File: src/rtl/div_unit_cached_pkg.sv
// Shared constants for the cached divider: FSM encodings, ALU div op codes, pointer sizing.
package div_unit_cached_pkg;

   localparam logic [1:0] DIV_IDLE = 2'd0;
   localparam logic [1:0] DIV_CALC = 2'd1;
   localparam logic [1:0] DIV_DONE = 2'd2;

   localparam logic [1:0] OP_DIV  = 2'd0;
   localparam logic [1:0] OP_MOD  = 2'd1;
   localparam logic [1:0] OP_DIVU = 2'd2;
   localparam logic [1:0] OP_MODU = 2'd3;

   function automatic int ptr_w(input int depth);
      return (depth > 1) ? $clog2(depth) : 1;
   endfunction

endpackage

File: src/rtl/div_hist_cache.sv
// Result-history cache: full-key combinational lookup, round-robin fill, synchronous invalidate-all.
module div_hist_cache
   import div_unit_cached_pkg::*;
#(
   parameter int WIDTH       = 32,
   parameter int CACHE_DEPTH = 4,
   parameter int KW          = 2*WIDTH+1
) (
   input  logic             clk,
   input  logic             rst,
   input  logic             inval_i,
   input  logic [KW-1:0]    lkp_key_i,
   output logic             lkp_hit_o,
   output logic [WIDTH-1:0] lkp_quo_o,
   output logic [WIDTH-1:0] lkp_rem_o,
   input  logic             wr_en_i,
   input  logic [KW-1:0]    wr_key_i,
   input  logic [WIDTH-1:0] wr_quo_i,
   input  logic [WIDTH-1:0] wr_rem_i
);

   localparam int PW = ptr_w(CACHE_DEPTH);

   logic [CACHE_DEPTH-1:0] vld_q;
   logic [PW-1:0]          ptr_q;
   logic [KW-1:0]          key_q [CACHE_DEPTH];
   logic [WIDTH-1:0]       quo_q [CACHE_DEPTH];
   logic [WIDTH-1:0]       rem_q [CACHE_DEPTH];
   logic                   wr_go;

   assign wr_go = wr_en_i & ~inval_i;

   // Only misses are written, so at most one entry can match a key.
   always_comb begin
      lkp_hit_o = 1'b0;
      lkp_quo_o = '0;
      lkp_rem_o = '0;
      for (int i = 0; i < CACHE_DEPTH; i++) begin
         if (vld_q[i] && (key_q[i] == lkp_key_i)) begin
            lkp_hit_o = 1'b1;
            lkp_quo_o = quo_q[i];
            lkp_rem_o = rem_q[i];
         end
      end
   end

   always_ff @(posedge clk or posedge rst) begin
      if (rst) begin
         vld_q <= '0;
         ptr_q <= '0;
      end else if (inval_i) begin
         vld_q <= '0;
      end else if (wr_en_i) begin
         vld_q[ptr_q] <= 1'b1;
         ptr_q        <= (ptr_q == PW'(CACHE_DEPTH-1)) ? '0 : ptr_q + 1'b1;
      end
   end

   always_ff @(posedge clk) begin
      if (wr_go) begin
         key_q[ptr_q] <= wr_key_i;
         quo_q[ptr_q] <= wr_quo_i;
         rem_q[ptr_q] <= wr_rem_i;
      end
   end

endmodule

File: src/rtl/div_unit_cached.sv
// Iterative restoring divider (one quotient bit per cycle) with fast paths and a result-history cache.
module div_unit_cached
   import div_unit_cached_pkg::*;
#(
   parameter int WIDTH       = 32,
   parameter int CACHE_DEPTH = 4
) (
   input  logic             clk,
   input  logic             rst,
   input  logic             flush,
   input  logic             in_valid,
   output logic             in_ready,
   input  logic             in_sign,
   input  logic [WIDTH-1:0] in_op1,
   input  logic [WIDTH-1:0] in_op2,
   output logic             out_valid,
   input  logic             out_ready,
   output logic [WIDTH-1:0] out_quo,
   output logic [WIDTH-1:0] out_rem,
   output logic             out_hit
);

   localparam int KW = 2*WIDTH+1;
   localparam int CW = $clog2(WIDTH);
   localparam logic [WIDTH-1:0] MIN_VAL = {1'b1, {(WIDTH-1){1'b0}}};

   logic [1:0]       state_q, state_d;
   logic [CW-1:0]    cnt_q, cnt_d;
   logic [WIDTH-1:0] dvd_q, dvd_d, dvs_q, dvs_d, prem_q, prem_d;
   logic [WIDTH-1:0] quo_q, quo_d, rem_q, rem_d;
   logic             hit_q, hit_d, nq_q, nq_d, nr_q, nr_d;
   logic [KW-1:0]    key_q, key_d, op_key;

   logic             accept, is_ovf, c_hit, qbit, wr_en;
   logic [WIDTH-1:0] mag1, mag2, c_quo, c_rem, q_nxt, r_nxt;
   logic [WIDTH:0]   shifted, trial;

   assign in_ready  = (state_q == DIV_IDLE);
   assign out_valid = (state_q == DIV_DONE);
   assign out_quo   = quo_q;
   assign out_rem   = rem_q;
   assign out_hit   = hit_q;

   assign accept = in_valid & in_ready & ~flush;
   assign op_key = {in_sign, in_op1, in_op2};
   assign is_ovf = in_sign & (in_op1 == MIN_VAL) & (in_op2 == '1);
   assign mag1   = (in_sign & in_op1[WIDTH-1]) ? -in_op1 : in_op1;
   assign mag2   = (in_sign & in_op2[WIDTH-1]) ? -in_op2 : in_op2;

   // The WIDTH+1-bit partial remainder is the shifted value; only its low WIDTH bits survive a step.
   assign shifted = {prem_q, dvd_q[WIDTH-1]};
   assign trial   = shifted - {1'b0, dvs_q};
   assign qbit    = ~trial[WIDTH];
   assign q_nxt   = {dvd_q[WIDTH-2:0], qbit};
   assign r_nxt   = qbit ? trial[WIDTH-1:0] : shifted[WIDTH-1:0];

   assign wr_en = (state_q == DIV_DONE) & out_ready & ~hit_q & ~flush;

   div_hist_cache #(.WIDTH(WIDTH), .CACHE_DEPTH(CACHE_DEPTH), .KW(KW)) u_cache (
      .clk       (clk),
      .rst       (rst),
      .inval_i   (flush),
      .lkp_key_i (op_key),
      .lkp_hit_o (c_hit),
      .lkp_quo_o (c_quo),
      .lkp_rem_o (c_rem),
      .wr_en_i   (wr_en),
      .wr_key_i  (key_q),
      .wr_quo_i  (quo_q),
      .wr_rem_i  (rem_q)
   );

   always_comb begin
      state_d = state_q;
      cnt_d   = cnt_q;
      dvd_d   = dvd_q;
      dvs_d   = dvs_q;
      prem_d  = prem_q;
      quo_d   = quo_q;
      rem_d   = rem_q;
      hit_d   = hit_q;
      nq_d    = nq_q;
      nr_d    = nr_q;
      key_d   = key_q;
      case (state_q)
         DIV_IDLE: begin
            if (accept) begin
               key_d   = op_key;
               hit_d   = 1'b1;
               state_d = DIV_DONE;
               if (in_op2 == '0) begin
                  quo_d = '1;
                  rem_d = in_op1;
               end else if (in_op1 == '0) begin
                  quo_d = '0;
                  rem_d = '0;
               end else if (is_ovf) begin
                  quo_d = MIN_VAL;
                  rem_d = '0;
               end else if (c_hit) begin
                  quo_d = c_quo;
                  rem_d = c_rem;
               end else begin
                  hit_d   = 1'b0;
                  dvd_d   = mag1;
                  dvs_d   = mag2;
                  prem_d  = '0;
                  cnt_d   = '0;
                  nq_d    = in_sign & (in_op1[WIDTH-1] ^ in_op2[WIDTH-1]);
                  nr_d    = in_sign & in_op1[WIDTH-1];
                  state_d = DIV_CALC;
               end
            end
         end
         DIV_CALC: begin
            dvd_d  = q_nxt;
            prem_d = r_nxt;
            cnt_d  = cnt_q + 1'b1;
            if (cnt_q == CW'(WIDTH-1)) begin
               quo_d   = nq_q ? -q_nxt : q_nxt;
               rem_d   = nr_q ? -r_nxt : r_nxt;
               state_d = DIV_DONE;
            end
         end
         DIV_DONE: begin
            if (out_ready) state_d = DIV_IDLE;
         end
         default: state_d = DIV_IDLE;
      endcase
      if (flush) state_d = DIV_IDLE;
   end

   always_ff @(posedge clk or posedge rst) begin
      if (rst) begin
         state_q <= DIV_IDLE;
         cnt_q   <= '0;
         dvd_q   <= '0;
         dvs_q   <= '0;
         prem_q  <= '0;
         quo_q   <= '0;
         rem_q   <= '0;
         hit_q   <= 1'b0;
         nq_q    <= 1'b0;
         nr_q    <= 1'b0;
         key_q   <= '0;
      end else begin
         state_q <= state_d;
         cnt_q   <= cnt_d;
         dvd_q   <= dvd_d;
         dvs_q   <= dvs_d;
         prem_q  <= prem_d;
         quo_q   <= quo_d;
         rem_q   <= rem_d;
         hit_q   <= hit_d;
         nq_q    <= nq_d;
         nr_q    <= nr_d;
         key_q   <= key_d;
      end
   end

endmodule

File: config.mk
export PLATFORM = sky130hd
export DESIGN_NAME = div_unit_cached
export DESIGN_NICKNAME = d
export VERILOG_FILES = /design/src/rtl/div_unit_cached_pkg.sv /design/src/rtl/div_hist_cache.sv /design/src/rtl/div_unit_cached.sv
export SDC_FILE = /design/constraint.sdc
export NUM_CORES = 2
export LEC_CHECK = 0
export BUFFER_PORTS_ARGS = -buffer_cell sky130_fd_sc_hd__buf_2
export CORE_MARGIN = 2
export CORE_UTILIZATION = 52
export CTS_CLUSTER_DIAMETER = 150
export CTS_CLUSTER_SIZE = 30
export DETAILED_ROUTE_END_ITERATION = 8
export PLACE_DENSITY = 0.67
export SYNTH_ARGS = -nofsm -noshare
export SYNTH_HDL_FRONTEND = slang
export SYNTH_SLANG_ARGS = --single-unit
File: constraint.sdc
create_clock -name clk -period 9.8 [get_ports clk]
set_input_delay 0.49 -clock clk [delete_from_list [all_inputs] [get_ports clk]]
set_output_delay 0.49 -clock clk [all_outputs]
set_load 0.03 [all_outputs]
=== Word-level counts from Yosys, hierarchy flattened ===
Memories as Yosys holds them, arrays and structs flattened.
Index checks and enable logic that the tools add are counted.

* Register bits: 241
* Bits in latches: 0
* Bits in writable memories: 516
* Memory bits (read-only): 0
* Output and inout bits: 67
* Logic and storage cells: 150
* Memories: 3

* Add/sub/neg operators: 7
* $mul: 0
* Divide/modulo/power cells: 0
* Magnitude comparators: 2
* Equal/unequal tests: 20
* Shifts and indexed selects: 0
* Multiplexer cells: 69
* Bitwise operators: 20
* Reductions and logical operators: 16

{| class="wikitable"
|+ Memory list
! memory !! words !! width !! rd ports !! clocked after memory_dff !! wr ports !! RTL line !! RTL
|-
| u_cache.key_q || 4 || 65 || 4 || 0 || 1 || div_hist_cache.sv:26 || <nowiki>logic [KW-1:0] key_q [CACHE_DEPTH];</nowiki>
|-
| u_cache.quo_q || 4 || 32 || 4 || 0 || 1 || div_hist_cache.sv:27 || <nowiki>logic [WIDTH-1:0] quo_q [CACHE_DEPTH];</nowiki>
|-
| u_cache.rem_q || 4 || 32 || 4 || 0 || 1 || div_hist_cache.sv:28 || <nowiki>logic [WIDTH-1:0] rem_q [CACHE_DEPTH];</nowiki>
|}

{| class="wikitable"
|+ Operator list
! cell !! number
|-
| two-way mux 32 bit || 35
|-
| == test 65 bit || 4
|-
| case mux 32 bit (2 select lines) || 4
|-
| negator 32 bit || 4
|-
| == test 32 bit, second input constant || 2
|-
| logical NOT 32 bit || 2
|-
| subtractor 33 x 32 -> 33 bit || 1
|-
| two-way mux 5 bit || 5
|-
| two-way mux 2 bit || 9
|-
| AND reduction 6 bit || 2
|-
| bitwise AND 1 bit || 11
|-
| two-way mux 1 bit || 11
|-
| inequality test 2 bit, second input constant || 5
|-
| case mux 5 bit (2 select lines) || 1
|-
| two-way mux 4 bit || 2
|-
| inverter 1 bit || 7
|-
| inequality test 3 x 2 -> 1 bit, second input constant || 2
|-
| case mux 2 bit (3 select lines) || 1
|-
| adder 5 x 1 -> 5 bit, second input constant || 1
|-
| == test 5 bit, second input constant || 1
|-
| logical AND 1 bit || 5
|-
| inequality test 5 x 1 -> 1 bit, second input constant || 1
|-
| == test 2 bit, second input constant || 2
|-
| bitwise OR 4 bit || 1
|-
| other kinds (13) || 15
|}

=== Logic depth before layout (Yosys ltp) ===
* Word-level depth: 13
* Gate-level depth with buffers: 23
* Depth with buffers taken out: 19

=== Cells and area by module ===
A second synthesis with hierarchy kept.

* Cells, all modules: 3145
* Area, all modules: 36013.3 µm²

{| class="wikitable"
|+ By module, submodules not included
! module !! instances !! cells each !! area each (µm²)
|-
| div_hist_cache || 1 || 1345 || 20857.5
|-
| div_unit_cached || 1 || 1800 || 15155.8
|}

=== Least setup slack after synthesis ===
No wires, ideal clock.

* Kind: register to register
* Start: register dvd_q[31]
* End: register rem_q[26], in the netlist out_rem[26]
* Arrival: 4869 ps
* Setup slack: 4808 ps
* Stages on the path, launching flop included: 23
* Period minus slack after synthesis: 4992 ps
* Cells stage by stage: dfrtp_1 -> inv_1 -> ha_1 -> fa_1 -> nand2b_1 -> a21oi_2 -> o21ai_2 -> a211o_1 -> a21oi_2 -> xor2_2 -> buf_2 -> buf_2 -> buf_2 -> nand2_1 -> o21ai_0 -> ha_1 -> inv_1 -> nor4b_1 -> mux2i_1 -> a21o_1 -> o41ai_1 -> xor2_1 -> o221a_2

* Cells in the longest elaborated chain, start to end: 6

{| class="wikitable"
|+ Ends and longest elaborated chain
! element !! RTL line !! RTL
|-
| from (decl) || div_unit_cached.sv:29 || <nowiki>logic [WIDTH-1:0] dvd_q, dvd_d, dvs_q, dvs_d, prem_q, prem_d;</nowiki>
|-
| from (signal assigned) || div_unit_cached.sv:149 || <nowiki>dvd_q <= dvd_d;</nowiki>
|-
| subtractor 33 x 32 -> 33 bit || div_unit_cached.sv:52 || <nowiki>assign trial = shifted - {1'b0, dvs_q};</nowiki>
|-
| two-way mux 32 bit (*) || div_unit_cached.sv:55 || <nowiki>assign r_nxt = qbit ? trial[WIDTH-1:0] : shifted[WIDTH-1:0];</nowiki>
|-
| negator 32 bit || div_unit_cached.sv:121 || <nowiki>rem_d = nr_q ? -r_nxt : r_nxt;</nowiki>
|-
| two-way mux 32 bit (*) || div_unit_cached.sv:121 ||
|-
| two-way mux 32 bit (*) || div_unit_cached.sv:119 || <nowiki>if (cnt_q == CW'(WIDTH-1)) begin</nowiki>
|-
| case mux 32 bit (2 select lines) (*) || div_unit_cached.sv:85 || <nowiki>case (state_q)</nowiki>
|-
| to (signal assigned) || div_unit_cached.sv:153 || <nowiki>rem_q <= rem_d;</nowiki>
|-
| to (decl) || div_unit_cached.sv:30 || <nowiki>logic [WIDTH-1:0] quo_q, quo_d, rem_q, rem_d;</nowiki>
|}

Mark *: on every way between the ends. The rest lies on a longest branch, timed or not. The select of a mux whose other input is x is not followed.
A chain may end at the register's enable or synchronous reset.

=== Worst setup path after layout ===
* Start: register dvd_q[31]
* End: register quo_q[28], in the netlist out_quo[28]

* Cells in the longest elaborated chain, start to end: 6

{| class="wikitable"
|+ Ends and longest elaborated chain
! element !! RTL line !! RTL
|-
| subtractor 33 x 32 -> 33 bit || div_unit_cached.sv:52 ||
|-
| inverter 1 bit || div_unit_cached.sv:53 || <nowiki>assign qbit = ~trial[WIDTH];</nowiki>
|-
| negator 32 bit || div_unit_cached.sv:120 || <nowiki>quo_d = nq_q ? -q_nxt : q_nxt;</nowiki>
|-
| two-way mux 32 bit || div_unit_cached.sv:120 ||
|-
| two-way mux 32 bit || div_unit_cached.sv:119 ||
|-
| case mux 32 bit (2 select lines) || div_unit_cached.sv:85 ||
|-
| to (signal assigned) || div_unit_cached.sv:152 || <nowiki>quo_q <= quo_d;</nowiki>
|-
| to (decl) || div_unit_cached.sv:30 ||
|}

Every way passes these cells. The select of a mux whose other input is x is not followed.

==> qor.csv <==
metric;value;unit
vias in the first global route;27000;
drt pass-1 iters;6;
number of antenna violations at the first check in global routing;1;
placed cells;4264;
Clock Pin Slew Worst Setup and Hold Paths;0.12;ns
GR Overflow Total;0;
max-slew violations;0;
WS Path Type;reg -> reg;
Tot GR Track Use;0.356;
number of clock sinks;757;
I/O Buffers;136;
hpwl dp;95100;microns
top_reg_cell synth;edfxtp_1;
syn_nets;3472;
sequence of cells on the critical path;inv_1 > ha_1 > fa_1 > nand2b_1 > a21oi_2 > o21ai_2 > a211o_1 > a21oi_2 > xor2_4 > buf_4 > inv_2 > ha_1 > nand3_1 > nand2b_1 > nand2b_1 > nand2b_1 > o31ai_1 > xnor2_1 > o22ai_1 > a21oi_1;
period utilization;0.606;
Static Leak;14.2;nW
Startpoint Class;flip-flop;
Clock Tree Buf Depth;3;
final count of hold timing violations;0;
unrepaired setup endpoints after global routing;false;
status;complete, no violations;
Layout Area Growth over Synthesis;6.00;%
setup_tns;0;ns
Pwr per Cell Area;212;mW/mm^2
post-synth top area share;0.411;
register area;0.0215;sq mm
Via-to-Cell Ratio;6.54;
Multi-input gate area;0.0150;sq mm
Synth Instances;3358;
WP data arrival;6.55;ns
Ys Warns;0;
Async SR Flop Fraction;0.318;
drc violations;0;
# rows;98;
core area;0.0716;sq mm
Iter 0 DRT Violations;3325;
worst-skew pair later-pin latency;0.68;ns
DRT antenna net count;0;
Top-Level Pins;137;
minimum clock period;5.94;ns
TritonCTS Buffers;29;
Mapped Area;0.0377;sq mm
drt wl/cell;31.1;microns
Fmax achieved;0.168;GHz
worst hold path class;in -> reg;
worst slew pin tran;1.20;ns
final setup fails;0;
Final nets;3460;
Initial Utilization;0.527;
most common cell after layout, fill and taps aside;edfxtp_1;
synthesized flop and latch total;757;
first-pass GRT wire length;192000;microns
CTS tree;yes;
Synth area leaders;edfxtp_1 (41%), dfrtp_1 (16%), xnor2_1 (5.3%), nand2_1 (3.0%), o21ai_0 (2.7%);
Finished Layout Cells;4320;
Buf+Inv Stages, Crit Path;3;
Root Buffer;clkbuf_16;
gpl congestion;0.970;
largest net degree at the start of global routing;146;
number of synthesized flops with an enable pin;516;
area leader, netlist;edfxtp_1;
layout cells sized above 1;0.0982;
max cap viols;0;
Crit Path Max Fanout;52;
Seq/Total Area, Yosys;0.571;
Largest stage delay, worst path;0.84;ns
Unique masters post-synth;96;
drt total wl;135000;microns
Die Ht;273;microns
WP data required;10.41;ns
Top delay family on crit path;compound AO/OA/AOI/OAI gates;
Worst Clk Skew;0.0466;ns
die area;0.0747;sq mm
CP max-delay cell;inv_2;
Die X;273;microns
crit end category;flip-flop;
H-tree depth;1;
syn_area_per_cell;11.2;sq um
worst ir drop on vdd;0.288;mV
most frequent cells in the layout;edfxtp_1 (516), nand2_1 (295), dfrtp_1 (241);
fillers;6193;
worst rel slew slack;0.199;
DR vias;28300;
Most common cell on crit path;nand2b_1;
## kinds of logic after synthesis
kind of cell / Yosys count / share of synthesized area
DFF: 757 / 0.571
AOI/OAI and AO/OA: 734 / 0.127
xor gates and xnor gates: 316 / 0.0736
adders and majority gates: 44 / 0.0148
and+or+nand+nor: 1074 / 0.148
buffers and inverters: 324 / 0.0337
muxes: 109 / 0.0315
## state kept, by name, summed over array words and instances (netlist names), 32 cells and up
signal and flops:
u_cache.quo_q 128, dvd_q 32, key_q 65, out_quo 32
u_cache.key_q 260, out_rem 32, prem_q 32, dvs_q 32
u_cache.rem_q 128
## path summary, 6_finish.rpt
| check | from | end | slack (ns) | cells past startpoint |
|---|---|---|---|---|
| worst max-delay path | dvd_q[31]$_DFFE_PP0P_ | out_quo[28]$_DFFE_PP0P_ | 3.86 | 20 |
| worst min-delay path | flush | state_q[1]$_DFFE_PP0P_ | 0.08 | 2 |
| worst max register to register | dvd_q[31]$_DFFE_PP0P_ | out_quo[28]$_DFFE_PP0P_ | 3.86 | 20 |
| worst min register to register | dvs_q[14]$_DFFE_PP0P_ | dvs_q[14]$_DFFE_PP0P_ | 0.49 | 2 |
| max in group asynchronous | rst | out_quo[1]$_DFFE_PP0P_ | 7.95 | 4 |
| min in group asynchronous | rst | key_q[16]$_DFFE_PP0P_ | 0.48 | 3 |
## cell type report
cell class	count	share of cell area
Antenna cell	1	0.0000626
Clock buffer	51	0.0202
Clock inverter	3	0.00131
Inverter	107	0.0102
Multi-Input combinational cell	2277	0.376
Sequential cell	757	0.538
Tap cell	950	0.0297
Timing Repair Buffer	174	0.0245
## repair_timing
action,in CTS,in global routing
hold buffers,1,0
hold endpoints to repair,4,0
buffers inserted,0,0
resized for setup,0,0
## synthesized netlist by cell type, types with 15 or more instances
cell	number
buf_1	15
nor2_1	186
dfrtp_1	241
buf_2	31
nand2_1	297
nand2b_1	133
a221oi_1	73
mux2_2	74
o31ai_1	35
and2_1	17
a21o_1	18
xor2_1	88
nand3_1	48
o211ai_1	16
or3_1	24
or4_1	18
o22ai_1	19
clkbuf_1	168
nor3_1	51
nor2b_1	18
nor4_1	120
nand4_1	91
a21oi_1	164
ha_1	43
edfxtp_1	516
xnor2_1	227
o31a_1	41
o21ai_0	205
o2111ai_1	24
inv_1	105
o21ai_1	27
mux2i_1	33
## power by group
part | internal [mW] | switching, mW | total [mW]
clock network | 0.579 | 1.00 | 1.58
logic | 0.974 | 1.94 | 2.91
registers | 3.66 | 0.331 | 3.99
total | 5.21 | 3.27 | 8.48
## layer usage
metal	up-vias	wire length (microns)	GRT usage
li1	12400	-	-
met1	14300	54300	0.488
met2	1412	62800	0.572
met3	204	11200	0.0524
met4	0	6180	0.143
met5	-	0	0
## metrics by stage
stage | instance area [sq um] | setup slack [ns] | utilization | total power [mW] | hold WS [ns]
5_1_grt | 40000 | 3.40 | 0.558 | 8.85 | 0.0749
6_report | 40000 | 3.86 | 0.558 | 8.48 | 0.0756
3_3_place_gp | 39100 | 3.94 | 0.546 | 6.86 | 0.463
4_1_cts | 40000 | 3.91 | 0.558 | 8.44 | 0.0624
2_1_floorplan | 37700 | 2.69 | - | 5.91 | 0.449
3_5_place_dp | 39100 | 3.94 | 0.546 | 6.89 | 0.471
No activity file was read; power rests on OpenSTA's default activity.
